## config.mk

```make
export PLATFORM = sky130hd
export DESIGN_NAME = sram_1rw_arbiter
export DESIGN_NICKNAME = d
export VERILOG_FILES = /design/src/rtl/sram_arb_pkg.sv /design/src/rtl/rr_arb2.sv /design/src/rtl/sram_1rw_arbiter.sv
export SDC_FILE = /design/constraint.sdc
export NUM_CORES = 1
export LEC_CHECK = 0
export BUFFER_PORTS_ARGS = -buffer_cell sky130_fd_sc_hd__buf_4
export CAP_MARGIN = 20
export CORE_AREA = 2 2 551 553
export DETAILED_ROUTE_END_ITERATION = 10
export DIE_AREA = 0 0 553 555
export GPL_ROUTABILITY_DRIVEN = 0
export GPL_TIMING_DRIVEN = 0
export PLACE_DENSITY = 0.3
export SYNTH_ARGS = -nofsm -noshare
export SYNTH_HDL_FRONTEND = slang
export SYNTH_SLANG_ARGS = --single-unit
```

## constraint.sdc

```tcl
create_clock -name clock -period 4.7 [get_ports clock]
set_clock_uncertainty 0.05 [all_clocks]
set_input_delay 0.94 -clock clock [delete_from_list [all_inputs] [get_ports clock]]
set_output_delay 0.94 -clock clock [all_outputs]
set_load 0.1 [all_outputs]
```

## src/rtl/sram_arb_pkg.sv

```systemverilog
// Shared types and constants for the 1RW SRAM arbiter.
package sram_arb_pkg;

    typedef enum logic [1:0] {
        INIT       = 2'd0,
        RUN        = 2'd1,
        FLUSH_WAIT = 2'd2
    } arb_state_e;

    localparam int REQ_REFILL = 0;
    localparam int REQ_CORE   = 1;

    // Bits covered by one write-mask lane.
    function automatic int lane_width(input int data_w, input int mask_w);
        return data_w / mask_w;
    endfunction

    function automatic bit lanes_ok(input int data_w, input int mask_w);
        return (mask_w > 0) && (data_w % mask_w == 0);
    endfunction

endpackage

```

## src/rtl/rr_arb2.sv

```systemverilog
// Two-input round-robin arbiter; pointer favours the port that lost the last grant.
module rr_arb2 (
    input  logic       clock,
    input  logic       reset,
    input  logic [1:0] valid,
    input  logic       enable,
    output logic [1:0] grant
);

    logic ptr;

    always_comb begin
        grant = 2'b00;
        if (enable) begin
            if (valid == 2'b11) grant = ptr ? 2'b10 : 2'b01;
            else                grant = valid;
        end
    end

    // A grant always fires, so the winner hands priority to the other port.
    always_ff @(posedge clock) begin
        if (reset)       ptr <= 1'b0;
        else if (|grant) ptr <= grant[0];
    end

endmodule

```

## src/rtl/sram_1rw_arbiter.sv

```systemverilog
// Shares one 1RW SRAM between refill (port 0) and core (port 1) requesters,
// zero-sweeping the array after reset and on flush.
module sram_1rw_arbiter
    import sram_arb_pkg::*;
#(
    parameter int ADDR_W        = 9,
    parameter int DATA_W        = 256,
    parameter int MASK_W        = 32,
    parameter int INIT_ON_RESET = 1
) (
    input  logic                  clock,
    input  logic                  reset,
    input  logic [1:0]            req_valid,
    output logic [1:0]            req_ready,
    input  logic [1:0]            req_write,
    input  logic [2*ADDR_W-1:0]   req_addr,
    input  logic [2*MASK_W-1:0]   req_wmask,
    input  logic [2*DATA_W-1:0]   req_wdata,
    output logic [1:0]            resp_valid,
    output logic [DATA_W-1:0]     resp_rdata,
    input  logic                  flush_req,
    output logic                  init_done,
    output logic                  mem_en,
    output logic                  mem_wmode,
    output logic [ADDR_W-1:0]     mem_addr,
    output logic [MASK_W-1:0]     mem_wmask,
    output logic [DATA_W-1:0]     mem_wdata,
    input  logic [DATA_W-1:0]     mem_rdata
);

    arb_state_e        state, state_nxt;
    logic [ADDR_W-1:0] init_cnt;
    logic [1:0]        grant, resp_q;
    logic              arb_en, sel;

    logic [ADDR_W-1:0] addr_a [2];
    logic [MASK_W-1:0] mask_a [2];
    logic [DATA_W-1:0] data_a [2];

    for (genvar k = 0; k < 2; k++) begin : g_split
        assign addr_a[k] = req_addr [k*ADDR_W +: ADDR_W];
        assign mask_a[k] = req_wmask[k*MASK_W +: MASK_W];
        assign data_a[k] = req_wdata[k*DATA_W +: DATA_W];
    end

    // A flush cycle grants nothing so the sweep never races a live request.
    assign arb_en = (state == RUN) && !flush_req && !reset;

    rr_arb2 u_arb (
        .clock  (clock),
        .reset  (reset),
        .valid  (req_valid),
        .enable (arb_en),
        .grant  (grant)
    );

    assign req_ready  = grant;
    assign sel        = grant[REQ_CORE];
    assign resp_valid = resp_q;
    assign resp_rdata = mem_rdata;

    always_comb begin
        state_nxt = state;
        init_done = 1'b0;
        mem_en    = 1'b0;
        mem_wmode = 1'b0;
        mem_addr  = '0;
        mem_wmask = '0;
        mem_wdata = '0;
        case (state)
            INIT: begin
                mem_en    = 1'b1;
                mem_wmode = 1'b1;
                mem_addr  = init_cnt;
                mem_wmask = '1;
                if (init_cnt == '1) state_nxt = RUN;
            end
            RUN: begin
                init_done = 1'b1;
                if (|grant) begin
                    mem_en    = 1'b1;
                    mem_wmode = req_write[sel];
                    mem_addr  = addr_a[sel];
                    mem_wmask = mask_a[sel];
                    mem_wdata = data_a[sel];
                end
                if (flush_req) state_nxt = FLUSH_WAIT;
            end
            FLUSH_WAIT: state_nxt = INIT;
            default:    state_nxt = INIT;
        endcase
        if (reset) begin
            mem_en    = 1'b0;
            init_done = 1'b0;
        end
    end

    always_ff @(posedge clock) begin
        if (reset) begin
            state    <= (INIT_ON_RESET != 0) ? INIT : RUN;
            init_cnt <= '0;
            resp_q   <= 2'b00;
        end else begin
            state    <= state_nxt;
            init_cnt <= (state == INIT) ? init_cnt + 1'b1 : '0;
            resp_q   <= grant & ~req_write;
        end
    end

endmodule

```

==> impl_metrics.yaml, run 1 <==
status:
  status: "finished with violations"
  violations: "negative setup slack"
placed_design:
  dp_hpwl_mm: 218
  dp.cells: 6207
  io_buffers: 1159
  placed_area_sq_mm: 0.0208
floorplanning:
  io_pins: 1417
  core-area_sq_mm: 0.301
  die_w_um: 553
  die-area_sq_mm: 0.307
  start_util_pct: 2.33
  die_h_um: 555
  rows: 202
finish:
  drive_gt1_share_pct: 71.0
  nets: 3094
  area_delta_synth_final_pct: 205
  stdcell_count: 6263
  utilization_pct: 7.10
  fin_area_sq_mm: 0.0214
drt:
  firstDrtPassIters: 5
  routed-via-count: 15200
  ant_nets: 0
  wl_per_cell_um: 36.5
  drt_iter0_drc: 814
  vias_per_cell: 2.42
  drt-total-wl_mm: 229
  drc: 0
clock_tree:
  clkLatencyLatePin_ps: 250
  cts_tree: "done"
  htreeDepth: 1
  cts_setup_buffers: 0
  cts_sinks: 14
  cts_root_buf: "clkbuf_16"
  clk_path_buf_depth: 2
  numCtsBuffers: 3
  clkTransAtPathRegs_ps: 50
  cts_hold_buf: 0
synth:
  synthMostInstantiatedCell: "a32oi_1"
  synth-async-reset-ratio_pct: 0
  synth_area_per_cell_sq_um: 6.60
  synth_fp_nets: 1922
  synth_area_leader_cell: "a32oi_1"
  syn_inst: 1063
  syn_area_sq_mm: 0.00702
  ys_types: 29
  synth_seq_area_share_pct: 3.99
  ys_top_cells_by_area: "a32oi_1 (37%), buf_4 (28%), nor2_1 (14%)"
  synth_commonest_cells: "a32oi_1 (298), buf_4 (265), nor2_1 (263)"
  synth_top_area_share_pct: 37.2
  yosys_warnings: 0
  synth_edf_count: 0
  synth_ff_type: "dfxtp_1"
  postSynthRegisterBits: 14
pwr:
  pwr_density_cell_mw_per_mm2: 141
  peakVddDrop_uv: 106
  leakagePower_nw: 8.50
grt:
  gr-total-overflow: 0
  antenna_found_initial: 192
  grt_pass1_vias: 15400
  track_usage_pct: 14.2
  grt_first_pass_wirelength_mm: 262
  grt_max_degree: 11
sta:
  slew_violations: 0
  fin_crit_sh_pct: 101
  fin_tns_setup_ps: -92.6
  grt_setup_unrepaired: "true"
  setup_violations: 3
  fmax_ghz: 0.210
  period_minus_slack_ps: 4760
  final_hold_viol_count: 0
  slew_headroom_pct: 5.86
  timing.hold.ws_ps: 440
  worst_slew_pin_slew_ps: 1410
  setup_slack_ps: -56.1
setup_path:
  crit_fanout: 11
  cp-start-kind: "input pin"
  worstSetupPathType: "input pin to output pin"
  critPathCaptureType: "output pin"
  cp.required_ps: 3710
  crit_arrival_ps: 3770
hold_path:
  hold_class: "flip-flop to flip-flop"
job:
  maxCapViolations: 0
[logic make-up (layout without fill, tap and decap cells)]
group	Yosys count	after routing	synth area share, %
other	0	51	0
AND/OR/NAND/NOR	296	296	16.8
XOR/XNOR	3	3	0.374
buffers and inverters	397	1568	37.4
adder cells (fa/ha/maj)	2	2	0.357
flip-flops	14	14	3.99
AO/OA/AOI/OAI	351	351	41.1
[worst max-delay path, cell delays in order]
cell and delay (ps):
buf_4 110, nand2b_1 70, buf_2 310, clkdlybuf4s15_1 730, a32oi_1 1200, nor2_1 90, buf_4 290
[power breakdown]
| group | internal (W) | switching [W] |
|---|---|---|
| Combinational | 0.000734 | 0.00197 |
| Sequential | 0.000121 | 0.00000280 |
| Clock | 0.000129 | 0.0000556 |
[sequential cells by signal, indices dropped and copies added, names as in the netlist]
register    flops
state           2
init_cnt        9
resp_valid      2
u_arb.ptr       1
[layer usage]
layer  part of all wire (%)  track usage (%)  vias up
met4                    3.3             3.75      122
li1                       -                -     6193
met3                     10             6.03      297
met1                     42             17.3     7298
met5                   0.38            0.188        -
met2                     44             22.6     1243
[per-stage QoR]
step	power [W]	worst slack [ps]
2_1_floorplan	0.00141	-690
3_3_place_gp	0.00285	-1600
3_5_place_dp	0.00286	-822
4_1_cts	0.00308	-143
5_1_grt	0.00310	-98.5
6_report	0.00301	-56.1
[cell type report]
class	count	area, sq um
inverters	2	7.51
repair buffers	1167	8810
fillers	35700	280000
flip-flops and latches	14	280
diodes	51	128
multi-input cells	652	4430
clock buffers	4	88.8
well taps	3978	4980
plain buffers	395	2680
[worst paths after layout]
| path | from | to | slack (ps) | cells past startpoint |
|---|---|---|---|---|
| max | req_valid[0] | mem_wdata[241] | -60 | 7 |
| min | init_cnt[7] | init_cnt[7] | 440 | 2 |
| max reg2reg | u_arb.ptr | resp_valid[1] | 2500 | 5 |
| min reg2reg | init_cnt[7] | init_cnt[7] | 440 | 2 |
[cells in the final DEF (no fill, tap or decap), drive strengths merged]
| cell type | n |
|---|---|
| buf | 1515 |
| a32oi | 298 |
| nor2 | 263 |
| diode | 51 |
| clkbuf | 50 |
| o21ai | 44 |
| dfxtp | 14 |
| nand2 | 13 |
| a21oi | 5 |
| or3 | 4 |
| nor3 | 4 |
| nand3 | 3 |
| and2 | 3 |
| nand2b | 2 |
| inv | 2 |
| o22ai | 2 |
| xnor2 | 2 |
| ha | 2 |
| nor3b | 1 |
| a21boi | 1 |
| or2 | 1 |
| clkdlybuf4s15 | 1 |
| nor4b | 1 |
| xor2 | 1 |
| nand4 | 1 |
| a311oi | 1 |
[what timing repair did]
| action | CTS | global route |
|---|---|---|
| resized for setup | 63 | 5 |
| endpoints found under the setup margin | 162 | 12 |
| cloned | 0 | 0 |
No activity file was read; power rests on OpenSTA's default activity.
==> inputs of run 2 (changes only) <==
PLACE_DENSITY = not set   (was 0.3)
REMOVE_ABC_BUFFERS = 1   (was not set)
==> run 2 against run 1 <==
  * Critical path depth rose by 1
  * Worst hold slack better by 17 ps
  * Register-to-register slack better by 140 ps
  * The run still ends with negative setup slack left
  * Critical path type unchanged
==> impl_metrics.yaml, run 2 (same netlist as run 1, synthesis figures left out) <==
placed_design:
  io_buffers: 904
  pre_cts_ws_ps: -45.7
  dp_hpwl_mm: 243
  dp.cells: 5572
setup_path:
  crit_slowest_cell: "a32oi_1"
  crit_arrival_ps: 3830
  rr_startpoint: "state[0]"
  crit_start: "req_valid[1]"
  path_delay_family: "compound AO/OA/AOI/OAI gates"
  critPathCaptureType: "output pin"
  cp.buffers_inverters: 5
  slowest_delay_ps: 910
  worstSetupPathType: "input pin to output pin"
  crit_chain: "buf_8 > a21boi_4 > buf_12 > buf_12 > buf_16 > a32oi_1 > o21ai_0 > buf_4"
  cp.required_ps: 3710
  crit_fanout: 47
  crit_top_cell: "buf_12"
  cp-start-kind: "input pin"
drt:
  ant_nets: 0
  firstDrtPassIters: 9
  drt_iter0_drc: 1325
  drt-total-wl_mm: 272
  vias_per_cell: 2.44
  wl_per_cell_um: 48.5
  routed-via-count: 13700
  drc: 0
status:
  status: "finished with violations"
  violations: "negative setup slack"
clock_tree:
  clkLatencyLatePin_ps: 270
  cts_tree: "done"
  clkTransAtPathRegs_ps: 50
  clk_path_buf_depth: 2
  cts_setup_buffers: 0
  htreeDepth: 1
  numCtsBuffers: 3
  cts_resized: 5
  cts_hold_buf: 0
  cts_root_buf: "clkbuf_16"
  cts_sinks: 14
finish:
  nets: 2458
  area_delta_synth_final_pct: 142
  nFillCells: 35800
  largest_reg_flops: 9
  layout_common_cells: "buf_4 (903), a32oi_1 (289), nor2_1 (263), o21ai_0 (34), dfxtp_1 (14)"
  stdcell_count: 5618
  mostFrequentLayoutCell: "buf_4"
  drive_gt1_share_pct: 59.2
  top_register: "init_cnt"
hold_path:
  hold_path_startpoint: "init_cnt[0]"
  hold_class: "flip-flop to flip-flop"
grt:
  track_usage_pct: 17.0
  grt_max_degree: 144
  gr-total-overflow: 0
  grt_pass1_vias: 11600
  grt.busiest_layer: "met1"
  use_met2_pct: 20.2
  use_met1_pct: 21.0
  use_met3_pct: 15.0
  grt_first_pass_wirelength_mm: 299
  antenna_found_initial: 103
pwr:
  power_frac_comb_pct: 73.0
  pwr_density_cell_mw_per_mm2: 72.0
  power_switching_w: 0.000530
  leakagePower_nw: 5.74
  p_sw_share_pct: 43.3
  clkPwrFrac_pct: 16.9
  finalPower_w: 0.00122
  p_int_w: 0.000693
  peakVddDrop_uv: 84.2
  seqPwrFrac_pct: 10.1
sta:
  setup_violations: 5
  worst_slew_pin_slew_ps: 1260
  setup_slack_ps: -123
  fin_crit_sh_pct: 103
  final_hold_viol_count: 0
  fin_tns_setup_ps: -307
  period_minus_slack_ps: 4820
  slew_violations: 0
  fmax_ghz: 0.207
  slew_headroom_pct: 16.2
floorplanning:
  rows: 202
  die_h_um: 555
  start_util_pct: 2.33
  core-area_sq_mm: 0.301
  io_pins: 1417
  die_w_um: 553
  die-area_sq_mm: 0.307
job:
  maxCapViolations: 0
run 2: routing by layer:
layer  wire length, um  vias to the layer above
met2             91200                     1999
met5              5390                        -
met4              6990                       80
li1                  -                     4891
met1            118000                     6413
met3             51200                      310
run 2: path summary, 6_finish.rpt:
path,end,slack [ps],depth (start not counted)
setup reg to reg,resp_valid[0],2640,4
hold reg to reg,init_cnt[0],460,1
setup / recovery,mem_wmask[31],-120,8
hold / removal,init_cnt[0],460,1
run 2: through the flow:
stage / instance area (sq um) / hold WS (ps) / util [%]
2_1_floorplan: 4400 / 391 / -
3_3_place_gp: 16200 / 416 / 5.37
3_5_place_dp: 16700 / 426 / 5.56
4_1_cts: 16900 / 445 / 5.60
5_1_grt: 17000 / 491 / 5.63
6_report: 17000 / 457 / 5.64
run 2: cell type report:
class	instances	area [sq um]	share of cell area, %
Timing Repair Buffer	926	7330	43.1
Clock buffer	4	88.8	0.523
Antenna cell	42	105	0.619
Multi-Input combinational cell	652	4210	24.8
Sequential cell	14	280	1.65
Inverter	2	7.51	0.0442
Tap cell	3978	4980	29.3
run 2: worst reg2reg max path: cells and delay by family, from the launching register on:
family	cells	cell delay [ps]
AND/OR/NAND/NOR	3	1090
buffers and inverters	1	470
flip-flops	1	400
run 2: power groups by stage:
stage / logic (W) / registers, W / clock network (W)
final: 0.000893 / 0.000124 / 0.000206
after global routing: 0.000962 / 0.000124 / 0.000213
after CTS: 0.000900 / 0.000123 / 0.000211
after detailed placement: 0.000895 / 0.000126 / 0
after global placement: 0.000904 / 0.000126 / 0
after floorplan: 0.000237 / 0.000125 / 0
